`config.mk`:
```
export PLATFORM = sky130hd
export DESIGN_NAME = spi_master
export DESIGN_NICKNAME = d
export VERILOG_FILES = /design/src/rtl/spi_master.sv
export SDC_FILE = /design/constraint.sdc
export NUM_CORES = 1
export LEC_CHECK = 0
export ABC_AREA = 1
export BUFFER_PORTS_ARGS = -buffer_cell sky130_fd_sc_hd__buf_2
export CORE_UTILIZATION = 45
export CTS_BUF_LIST = sky130_fd_sc_hd__clkbuf_8
export DETAILED_ROUTE_END_ITERATION = 12
export PLACE_DENSITY = 0.66
export SLEW_MARGIN = 20
export SYNTH_ARGS = -nofsm -noshare
export SYNTH_HDL_FRONTEND = slang
export SYNTH_SLANG_ARGS = --single-unit
```
`constraint.sdc`:
```
create_clock -name clk -period 2.7 [get_ports clk]
set_input_delay 0.54 -clock clk [delete_from_list [all_inputs] [get_ports clk]]
set_output_delay 0.54 -clock clk [all_outputs]
set_load 0.005 [all_outputs]
```
`src/rtl/spi_master.sv`:
```
// ----------------------------------------------------------------------------
// spi_master
//  Initiator side of the SPI RAM link. Sends one command frame on SS_n/MOSI
//  (route bit cmd[1], then {cmd,wdata} MSB first) and, for cmd 11, captures
//  an RD_BITS response from MISO after RD_LATENCY idle cycles.
//
// Ports
//  clk          in   system clock (also SCK), rising edge
//  reset        in   synchronous, active-high
//  start        in   frame request, accepted only while idle
//  cmd[1:0]     in   00 wr-addr, 01 wr-data, 10 rd-addr, 11 rd-data
//  wdata[7:0]   in   address/data byte
//  busy         out  high outside IDLE
//  done         out  one-cycle pulse at frame completion
//  rdata        out  last captured read byte
//  rdata_valid  out  one-cycle pulse with done for cmd-11 frames
//  SS_n         out  active-low slave select
//  MOSI         out  serial data to slave
//  MISO         in   serial data from slave
// ----------------------------------------------------------------------------
module spi_master #(
   parameter int unsigned FRAME_BITS = 10,
   parameter int unsigned RD_BITS    = 8,
   parameter int unsigned RD_LATENCY = 2,
   parameter int unsigned IDLE_GAP   = 1
) (
   input  logic               clk,
   input  logic               reset,
   input  logic               start,
   input  logic [1:0]         cmd,
   input  logic [7:0]         wdata,
   output logic               busy,
   output logic               done,
   output logic [RD_BITS-1:0] rdata,
   output logic               rdata_valid,
   output logic               SS_n,
   output logic               MOSI,
   input  logic               MISO
);

   localparam int unsigned CNT_W = 4;

   typedef enum logic [2:0] {
      IDLE = 3'd0,
      SEND = 3'd1,
      WAIT = 3'd2,
      RECV = 3'd3,
      GAP  = 3'd4
   } state_t;

   state_t                state, state_nxt;
   logic [CNT_W-1:0]      cnt, cnt_nxt;
   logic [FRAME_BITS-1:0] shift, shift_nxt;
   logic                  rd_frame, rd_frame_nxt;
   logic [RD_BITS-1:0]    rx, rx_nxt;
   logic [RD_BITS-1:0]    rdata_nxt;
   logic                  busy_nxt, done_nxt, rdata_valid_nxt, ss_n_nxt, mosi_nxt;

   // State and registered outputs
   always_ff @(posedge clk) begin
      if (reset) begin
         state       <= IDLE;
         cnt         <= '0;
         shift       <= '0;
         rd_frame    <= 1'b0;
         rx          <= '0;
         rdata       <= '0;
         busy        <= 1'b0;
         done        <= 1'b0;
         rdata_valid <= 1'b0;
         SS_n        <= 1'b1;
         MOSI        <= 1'b0;
      end else begin
         state       <= state_nxt;
         cnt         <= cnt_nxt;
         shift       <= shift_nxt;
         rd_frame    <= rd_frame_nxt;
         rx          <= rx_nxt;
         rdata       <= rdata_nxt;
         busy        <= busy_nxt;
         done        <= done_nxt;
         rdata_valid <= rdata_valid_nxt;
         SS_n        <= ss_n_nxt;
         MOSI        <= mosi_nxt;
      end
   end

   // Next state; outputs are computed one cycle ahead so they leave flops
   always_comb begin
      state_nxt       = state;
      cnt_nxt         = cnt;
      shift_nxt       = shift;
      rd_frame_nxt    = rd_frame;
      rx_nxt          = rx;
      rdata_nxt       = rdata;
      done_nxt        = 1'b0;
      rdata_valid_nxt = 1'b0;
      ss_n_nxt        = 1'b1;
      mosi_nxt        = 1'b0;

      case (state)
         IDLE: begin
            if (start) begin
               state_nxt    = SEND;
               cnt_nxt      = '0;
               shift_nxt    = FRAME_BITS'({cmd, wdata});
               rd_frame_nxt = (cmd == 2'b11);
               ss_n_nxt     = 1'b0;
               mosi_nxt     = cmd[1];
            end
         end

         SEND: begin
            ss_n_nxt = 1'b0;
            if (cnt == CNT_W'(FRAME_BITS)) begin
               cnt_nxt = '0;
               if (!rd_frame) begin
                  state_nxt = GAP;
                  ss_n_nxt  = 1'b1;
                  done_nxt  = 1'b1;
               end else if (RD_LATENCY == 0) begin
                  state_nxt = RECV;
               end else begin
                  state_nxt = WAIT;
               end
            end else begin
               // cnt counts bits already on the wire; route bit is bit 0
               cnt_nxt   = cnt + CNT_W'(1);
               mosi_nxt  = shift[FRAME_BITS-1];
               shift_nxt = shift << 1;
            end
         end

         WAIT: begin
            ss_n_nxt = 1'b0;
            if (cnt == CNT_W'(RD_LATENCY - 1)) begin
               state_nxt = RECV;
               cnt_nxt   = '0;
            end else begin
               cnt_nxt = cnt + CNT_W'(1);
            end
         end

         RECV: begin
            ss_n_nxt = 1'b0;
            rx_nxt   = {rx[RD_BITS-2:0], MISO};
            if (cnt == CNT_W'(RD_BITS - 1)) begin
               state_nxt       = GAP;
               cnt_nxt         = '0;
               ss_n_nxt        = 1'b1;
               done_nxt        = 1'b1;
               rdata_valid_nxt = 1'b1;
               rdata_nxt       = rx_nxt;
            end else begin
               cnt_nxt = cnt + CNT_W'(1);
            end
         end

         GAP: begin
            if (cnt == CNT_W'(IDLE_GAP - 1)) begin
               state_nxt = IDLE;
               cnt_nxt   = '0;
            end else begin
               cnt_nxt = cnt + CNT_W'(1);
            end
         end

         default: begin
            state_nxt = IDLE;
            cnt_nxt   = '0;
         end
      endcase

      busy_nxt = (state_nxt != IDLE);
   end

endmodule

```
==> flow_summary.json, run 1 <==
{
  "setup_viol": 0,
  "r2r_slack_ps": 1080,
  "viasPerCell": 4.75,
  "totalNegativeSetupSlack_ps": 0,
  "place_area_um2": 1870,
  "cp_slowest_stage_delay_ps": 340,
  "cts_hold_buf": 0,
  "finalHoldViolations": 0,
  "portBuffers": 26,
  "rr_endpoint": "shift[9]$_SDFFE_PP0P_",
  "syn_nets": 266,
  "hold_start": "shift[8]$_SDFFE_PP0P_",
  "fin_cells": 322,
  "root_buffer": "clkbuf_8",
  "fillers": 399,
  "peakVddDrop_v": 0.000468,
  "via_count": 1531,
  "crit_type": "reg -> reg",
  "cts_resized": 0,
  "cts.sinks": 38,
  "fin_crit_ps": 1620,
  "n_antenna_cell": 0,
  "grt_usage_pct": 19.2,
  "drtAntennaViolNets": 0,
  "cts_tree": "yes",
  "slowest_stage": "dfxtp_1",
  "seq_area_frac_synth_pct": 43.9,
  "cp.arrival_ps": 1800,
  "place_congestion": 0.808,
  "layout-drive-gt1-share_pct": 17.9,
  "initial_core_util_pct": 46.9,
  "cp_common_cell": "nor2_1",
  "clk_pin_slew_worst_paths_ps": 70,
  "violations": "DRC",
  "antenna_found_initial": 0,
  "core_um2": 3690,
  "drv_slew": 0,
  "status": "finished, violations left",
  "die-area_um2": 4100,
  "hold_path.class": "reg -> reg",
  "row_count": 22,
  "final_area_um2": 2010,
  "grt_pass1_vias": 1345,
  "post-route-drc-count": 1,
  "nets": 291,
  "die_height_um": 64.0,
  "post-place-ws_ps": 963,
  "worst_slew_pin_slew_ps": 777,
  "synth_cell_types": 24,
  "grt_overflow": 0,
  "p_per_area_nw_per_um2": 649,
  "r2r_start": "cnt[0]$_SDFFE_PP0N_",
  "crit_path_max_fanout": 13,
  "grt_pass1_wl_um": 5980,
  "post-place-cells": 314,
  "slew_headroom_pct": 48.1,
  "grt_max_degree": 30,
  "path_cells": "inv_1, ha_1, nand2_1, nor2_1, nor2_2, nor2_4, inv_2, nor2_1, nor2_1",
  "ys_ff_latch": 38,
  "dr.pass1.iters": 8,
  "drt_iter0_markers": 107,
  "max_cap_violations": 0,
  "fin_skew_ps": 7.03,
  "boundaryPins": 27,
  "fmax_mhz": 618,
  "holdPathEnd": "shift[8]$_SDFFE_PP0P_",
  "die_x_um": 64.0,
  "htree_levels": 2,
  "cp-end-kind": "register",
  "post-cts-setup-buffers": 0,
  "syn_area_per_cell_um2": 6.98,
  "holdPathStages": 2,
  "r2r_cells": 9,
  "hpwl_um": 2420,
  "cp.required_ps": 2890,
  "insertion_delay_ps": 290,
  "min_period_over_period_pct": 59.9,
  "yosys_warnings": 0,
  "wl_per_cell_um": 10.7,
  "start_kind": "register",
  "rsz0062_at_grt": "false",
  "synth_area_um2": 1730,
  "wirelength_um": 3450,
  "cts_buffers": 5,
  "syn_inst": 248,
  "p_leak_uw": 0.000985,
  "worst_slack_ps": 1080,
  "area_growth_pct": 16.3,
  "cts.path.max_buffers": 2
}
## metal layers
| layer | GRT usage, % | share of wire [%] | wire length, um | vias up |
|---|---|---|---|---|
| met2 | 29.0 | 43 | 1490 | 33 |
| met5 | 0 | 0 | 0 | - |
| li1 | - | - | - | 829 |
| met4 | 9.38 | 1.8 | 63 | 0 |
| met1 | 24.9 | 51 | 1750 | 665 |
| met3 | 5.36 | 4.3 | 149 | 4 |
## kinds of logic after synthesis
kind of cell,after synthesis,share of synthesized area [%]
adders and majority gates,4,2.89
buffers and inverters,33,8.31
AOI/OAI and AO/OA,37,11.0
xor gates and xnor gates,1,0.506
and+or+nand+nor,135,33.4
DFF,38,43.9
## cell usage after synthesis (all sizes together)
cell / n / share of area (%)
a21oi: 10 / 2.9
nand4: 1 / 0.36
o21ai: 24 / 6.9
clkbuf: 1 / 0.22
a31oi: 2 / 0.72
a22oi: 1 / 0.43
nand3: 16 / 5.2
buf: 7 / 2.7
nor2: 61 / 15
nor3: 2 / 0.58
nand3b: 1 / 0.43
nand2: 54 / 12
dfxtp: 38 / 44
ha: 4 / 2.9
xor2: 1 / 0.51
inv: 25 / 5.4
## placed cells by master, fill, tap and decap left out
| cell type | instances |
|---|---|
| buf_2 | 26 |
| nor2_2 | 3 |
| nand4_1 | 1 |
| nor2_4 | 3 |
| dfxtp_1 | 38 |
| nand3_2 | 2 |
| a31oi_1 | 2 |
| xor2_1 | 1 |
| inv_1 | 19 |
| inv_2 | 6 |
| nand3_1 | 14 |
| o21ai_1 | 2 |
| a22oi_1 | 1 |
| nand2_1 | 53 |
| o21ai_0 | 22 |
| ha_1 | 4 |
| bufinv_16 | 2 |
| nor2_1 | 55 |
| a21oi_1 | 10 |
| clkbuf_8 | 6 |
| nand3b_1 | 1 |
| nand2_2 | 1 |
| nor3_1 | 2 |
## how the worst max path moves through the flow
stage,endpoint,from,slack (ps)
2_1_floorplan,shift[1]$_SDFFE_PP0P_,cnt[0]$_SDFFE_PP0N_,1310
3_3_place_gp,cnt[0]$_SDFFE_PP0N_,reset,990
3_5_place_dp,cnt[0]$_SDFFE_PP0N_,reset,960
4_1_cts,shift[5]$_SDFFE_PP0P_,cnt[0]$_SDFFE_PP0N_,1080
5_1_grt,shift[7]$_SDFFE_PP0P_,cnt[0]$_SDFFE_PP0N_,910
6_report,shift[9]$_SDFFE_PP0P_,cnt[0]$_SDFFE_PP0N_,1080
## through the flow
stage | power, uW | util [%] | hold WS, ps
2_1_floorplan | 700 | - | 424
3_3_place_gp | 726 | 50.7 | 441
3_5_place_dp | 727 | 50.7 | 447
4_1_cts | 1320 | 54.6 | 458
5_1_grt | 1370 | 54.6 | 473
6_report | 1310 | 54.6 | 455
## sequential cells by signal, indices dropped and copies added, names as in the netlist
name and flops:
shift 10, rdata_valid 1, rdata 8, cnt 4, rx 7, SS_n 1
done 1, rd_frame 1, busy 1, state 3, MOSI 1
## layout make-up
| class | instances | area, um2 | area share (%) |
|---|---|---|---|
| sequential | 38 | 761 | 37.8 |
| inverter | 25 | 93.8 | 4.66 |
| clock inverter | 2 | 60.1 | 2.98 |
| timing repair buffer | 26 | 130 | 6.46 |
| clock buffer | 6 | 82.6 | 4.10 |
| tap | 48 | 60.1 | 2.98 |
| multi-input combinational | 177 | 827 | 41.1 |
## critical path, delay by kind of cell, from the launching register on
| kind | cells | cell delay, ps |
|---|---|---|
| simple gates | 6 | 720 |
| fa+ha+maj | 1 | 180 |
| buf+inv | 2 | 260 |
| flops | 1 | 340 |
## power breakdown
| group | leakage, uW | internal (uW) | switching, uW |
|---|---|---|---|
| logic | 0.000604 | 42.6 | 75.1 |
| registers | 0.000310 | 584 | 12.2 |
| clock network | 0.0000714 | 394 | 200 |
Power figures use the tool's default switching activity.
==> run 2: changes to the inputs <==
- ABC_AREA: 1 -> 0
- clock period: 2.7 -> 1.6 ns (I/O delays scaled with it)
==> flow_summary.json, run 2 <==
{
  "status": "finished clean",
  "fin_crit_ps": 1600,
  "fin_skew_ps": 5.89,
  "synthTopCellsByCount": "38 x dfxtp_1, 28 x nor2_1, 21 x nand2_1",
  "dr.pass1.iters": 4,
  "cts.path.max_buffers": 2,
  "peakVddDrop_v": 0.000481,
  "hold_path.class": "in -> reg",
  "drtAntennaViolNets": 0,
  "combPwrFrac_pct": 12.5,
  "r2r_cells": 5,
  "yosys_warnings": 0,
  "wirelength_um": 3710,
  "drv_slew": 0,
  "portBuffers": 26,
  "fin_hold_ws_ps": 297,
  "fin_cells": 263,
  "cp-end-kind": "register",
  "viasPerCell": 5.28,
  "synthArstFlopShare_pct": 0,
  "drt_iter0_markers": 63,
  "ys_ff_latch": 38,
  "seq_area_frac_synth_pct": 45.0,
  "cp.arrival_ps": 1770,
  "cts_buffers": 5,
  "sw_frac_of_total_pct": 24.0,
  "met1Wirelength_um": 1690,
  "hpwl_um": 2510,
  "max_cap_violations": 0,
  "grt_pass1_wl_um": 5940,
  "cp.required_ps": 1770,
  "place_congestion": 0.800,
  "die-area_um2": 4000,
  "n_antenna_cell": 0,
  "setup.worst_path.end": "cnt[2]$_SDFFE_PP0N_",
  "synth_area_um2": 1690,
  "p_int_uw": 1430,
  "start_kind": "register",
  "startpoint": "state[0]$_SDFF_PP0_",
  "critPathBufInv": 1,
  "min_period_over_period_pct": 99.8,
  "layout_commonest_cell": "dfxtp_1",
  "largest_reg_flops": 10,
  "syn_area_per_cell_um2": 9.38,
  "antenna_found_initial": 0,
  "fmax_mhz": 626,
  "synth.top_cells.by_area": "dfxtp_1 45%, mux2i_1 8.9%, nor2_1 6.2%",
  "cts_tree": "yes",
  "post-place-cells": 254,
  "syn_inst": 180,
  "grt_overflow": 0,
  "dr_wl_met2_um": 1810,
  "synth_ff_type": "dfxtp_1",
  "root_buffer": "clkbuf_8",
  "p_clk_share_pct": 33.9,
  "worst_slew_pin_slew_ps": 405,
  "clk_pin_slew_worst_paths_ps": 70,
  "synth_cell_types": 39,
  "holdPathStages": 3,
  "post-route-drc-count": 0,
  "r2r_slack_ps": 4,
  "r2r_start": "state[0]$_SDFF_PP0_",
  "synthDominantCellAreaShare_pct": 45.0,
  "crit_cells": 5,
  "initial_core_util_pct": 48.7,
  "boundaryPins": 27,
  "layout_common_cells": "33 x dfxtp_1, 28 x nor2_1, 26 x buf_2, 21 x nand2_1",
  "totalNegativeSetupSlack_ps": 0,
  "cp_top_family": "simple AND/OR/NAND/NOR gates",
  "nets": 236,
  "die_height_um": 63.3,
  "grt_max_degree": 20,
  "top_register": "shift",
  "slew_headroom_pct": 73.0,
  "route.met3.wl_um": 137,
  "htree_levels": 2,
  "cts.sinks": 38,
  "insertion_delay_ps": 290,
  "p_per_area_nw_per_um2": 875,
  "seqPwrFrac_pct": 53.6,
  "row_count": 21,
  "yosysTopAreaCell": "dfxtp_1",
  "rr_endpoint": "cnt[2]$_SDFFE_PP0N_",
  "top_layer_used": "met4",
  "core_um2": 3470,
  "area_growth_pct": 27.6,
  "finalHoldViolations": 0,
  "crit_path_max_fanout": 7,
  "synth.most_common_cell": "dfxtp_1",
  "wl_per_cell_um": 14.1,
  "slowest_stage": "or4b_4",
  "syn_nets": 198,
  "via_count": 1389,
  "cts_hold_buf": 0,
  "crit_type": "reg -> reg",
  "p_sw_uw": 454,
  "setup_viol": 0,
  "path_cells": "buf_4, or4b_4, nor2b_4, o32ai_2, a21oi_1",
  "cp_slowest_stage_delay_ps": 480,
  "largestRegisters": "shift (10), rdata (8), rx (7)",
  "synth-edff-count": 0,
  "die_x_um": 63.3,
  "grt_pass1_vias": 1307,
  "grt_usage_pct": 19.1,
  "layout-drive-gt1-share_pct": 33.6,
  "p_leak_uw": 0.000983,
  "rsz0062_at_grt": "true"
}
[run 2: cell types whose count changed in the layout (fill, tap and decap cells not counted), moves of 15 or more]
cell	change
o21ai_0	-22
inv_1	-16
nand2_1	-32
nor2_1	-27
buf_4	+15
mux2i_1	+15
[run 2: area by class of cell]
cell class / count / area (um2)
Sequential cell: 38 / 772
Fill cell: 306 / 1310
Timing Repair Buffer: 43 / 283
Clock buffer: 6 / 82.6
Multi-Input combinational cell: 126 / 943
Inverter: 4 / 17.5
Tap cell: 46 / 57.6
[run 2: cells by family after synthesis]
family	count (synthesis)	share of synthesized area, %
AND/OR/NAND/NOR	77	24.5
flip-flops	38	45.0
AO/OA/AOI/OAI	30	14.1
buffers and inverters	16	4.52
multiplexers	15	8.89
adder cells (fa/ha/maj)	4	2.96
[run 2: metrics by stage]
stage               util (%)  power [uW]  cell area, um2  worst slack, ps
finish                  62.2        1890            2160             3.74
global route            62.2        1970            2160            -52.9
CTS                     59.2        1880            2050             3.80
detailed placement      56.1        1240            1950             -101
global placement        56.1        1230            1950             12.4
floorplan                  -        1160            1690             83.3
[run 2: layer usage]
metal,vias to the layer above,GRT usage (%)
li1,703,-
met1,650,23.6
met3,8,5.43
met2,28,31.9
met4,0,5.97
met5,-,0
[run 2: power groups by stage]
stage / combinational [uW] / clock [uW] / sequential [uW]
final: 236 / 640 / 1010
after global routing: 260 / 690 / 1020
after CTS: 216 / 654 / 1010
after detailed placement: 210 / 0 / 1030
after global placement: 205 / 0 / 1030
after floorplan: 130 / 0 / 1030
[run 2: worst min path at each step]
stage               slack, ps                    end                  start
floorplan                 450  shift[0]$_SDFFE_PP0P_  shift[0]$_SDFFE_PP0P_
global placement          460  shift[6]$_SDFFE_PP0P_  shift[5]$_SDFFE_PP0P_
detailed placement        470  shift[9]$_SDFFE_PP0P_  shift[8]$_SDFFE_PP0P_
CTS                       290  rdata[0]$_SDFFE_PP0P_                   MISO
global route              310  shift[7]$_SDFFE_PP0P_               wdata[7]
finish                    300  shift[7]$_SDFFE_PP0P_               wdata[7]
[run 2: what timing repair did]
action                                  CTS  global route
buffers inserted                          0             3
gates resized for setup                   6            18
pin swaps                                 1             6
endpoints found under the setup margin    8            20
[run 2: tightest hold or removal path: cells and delay by family]
family          cells  cell delay (ps)
buf+inv             1               90
compound gates      1               80
simple gates        1               50
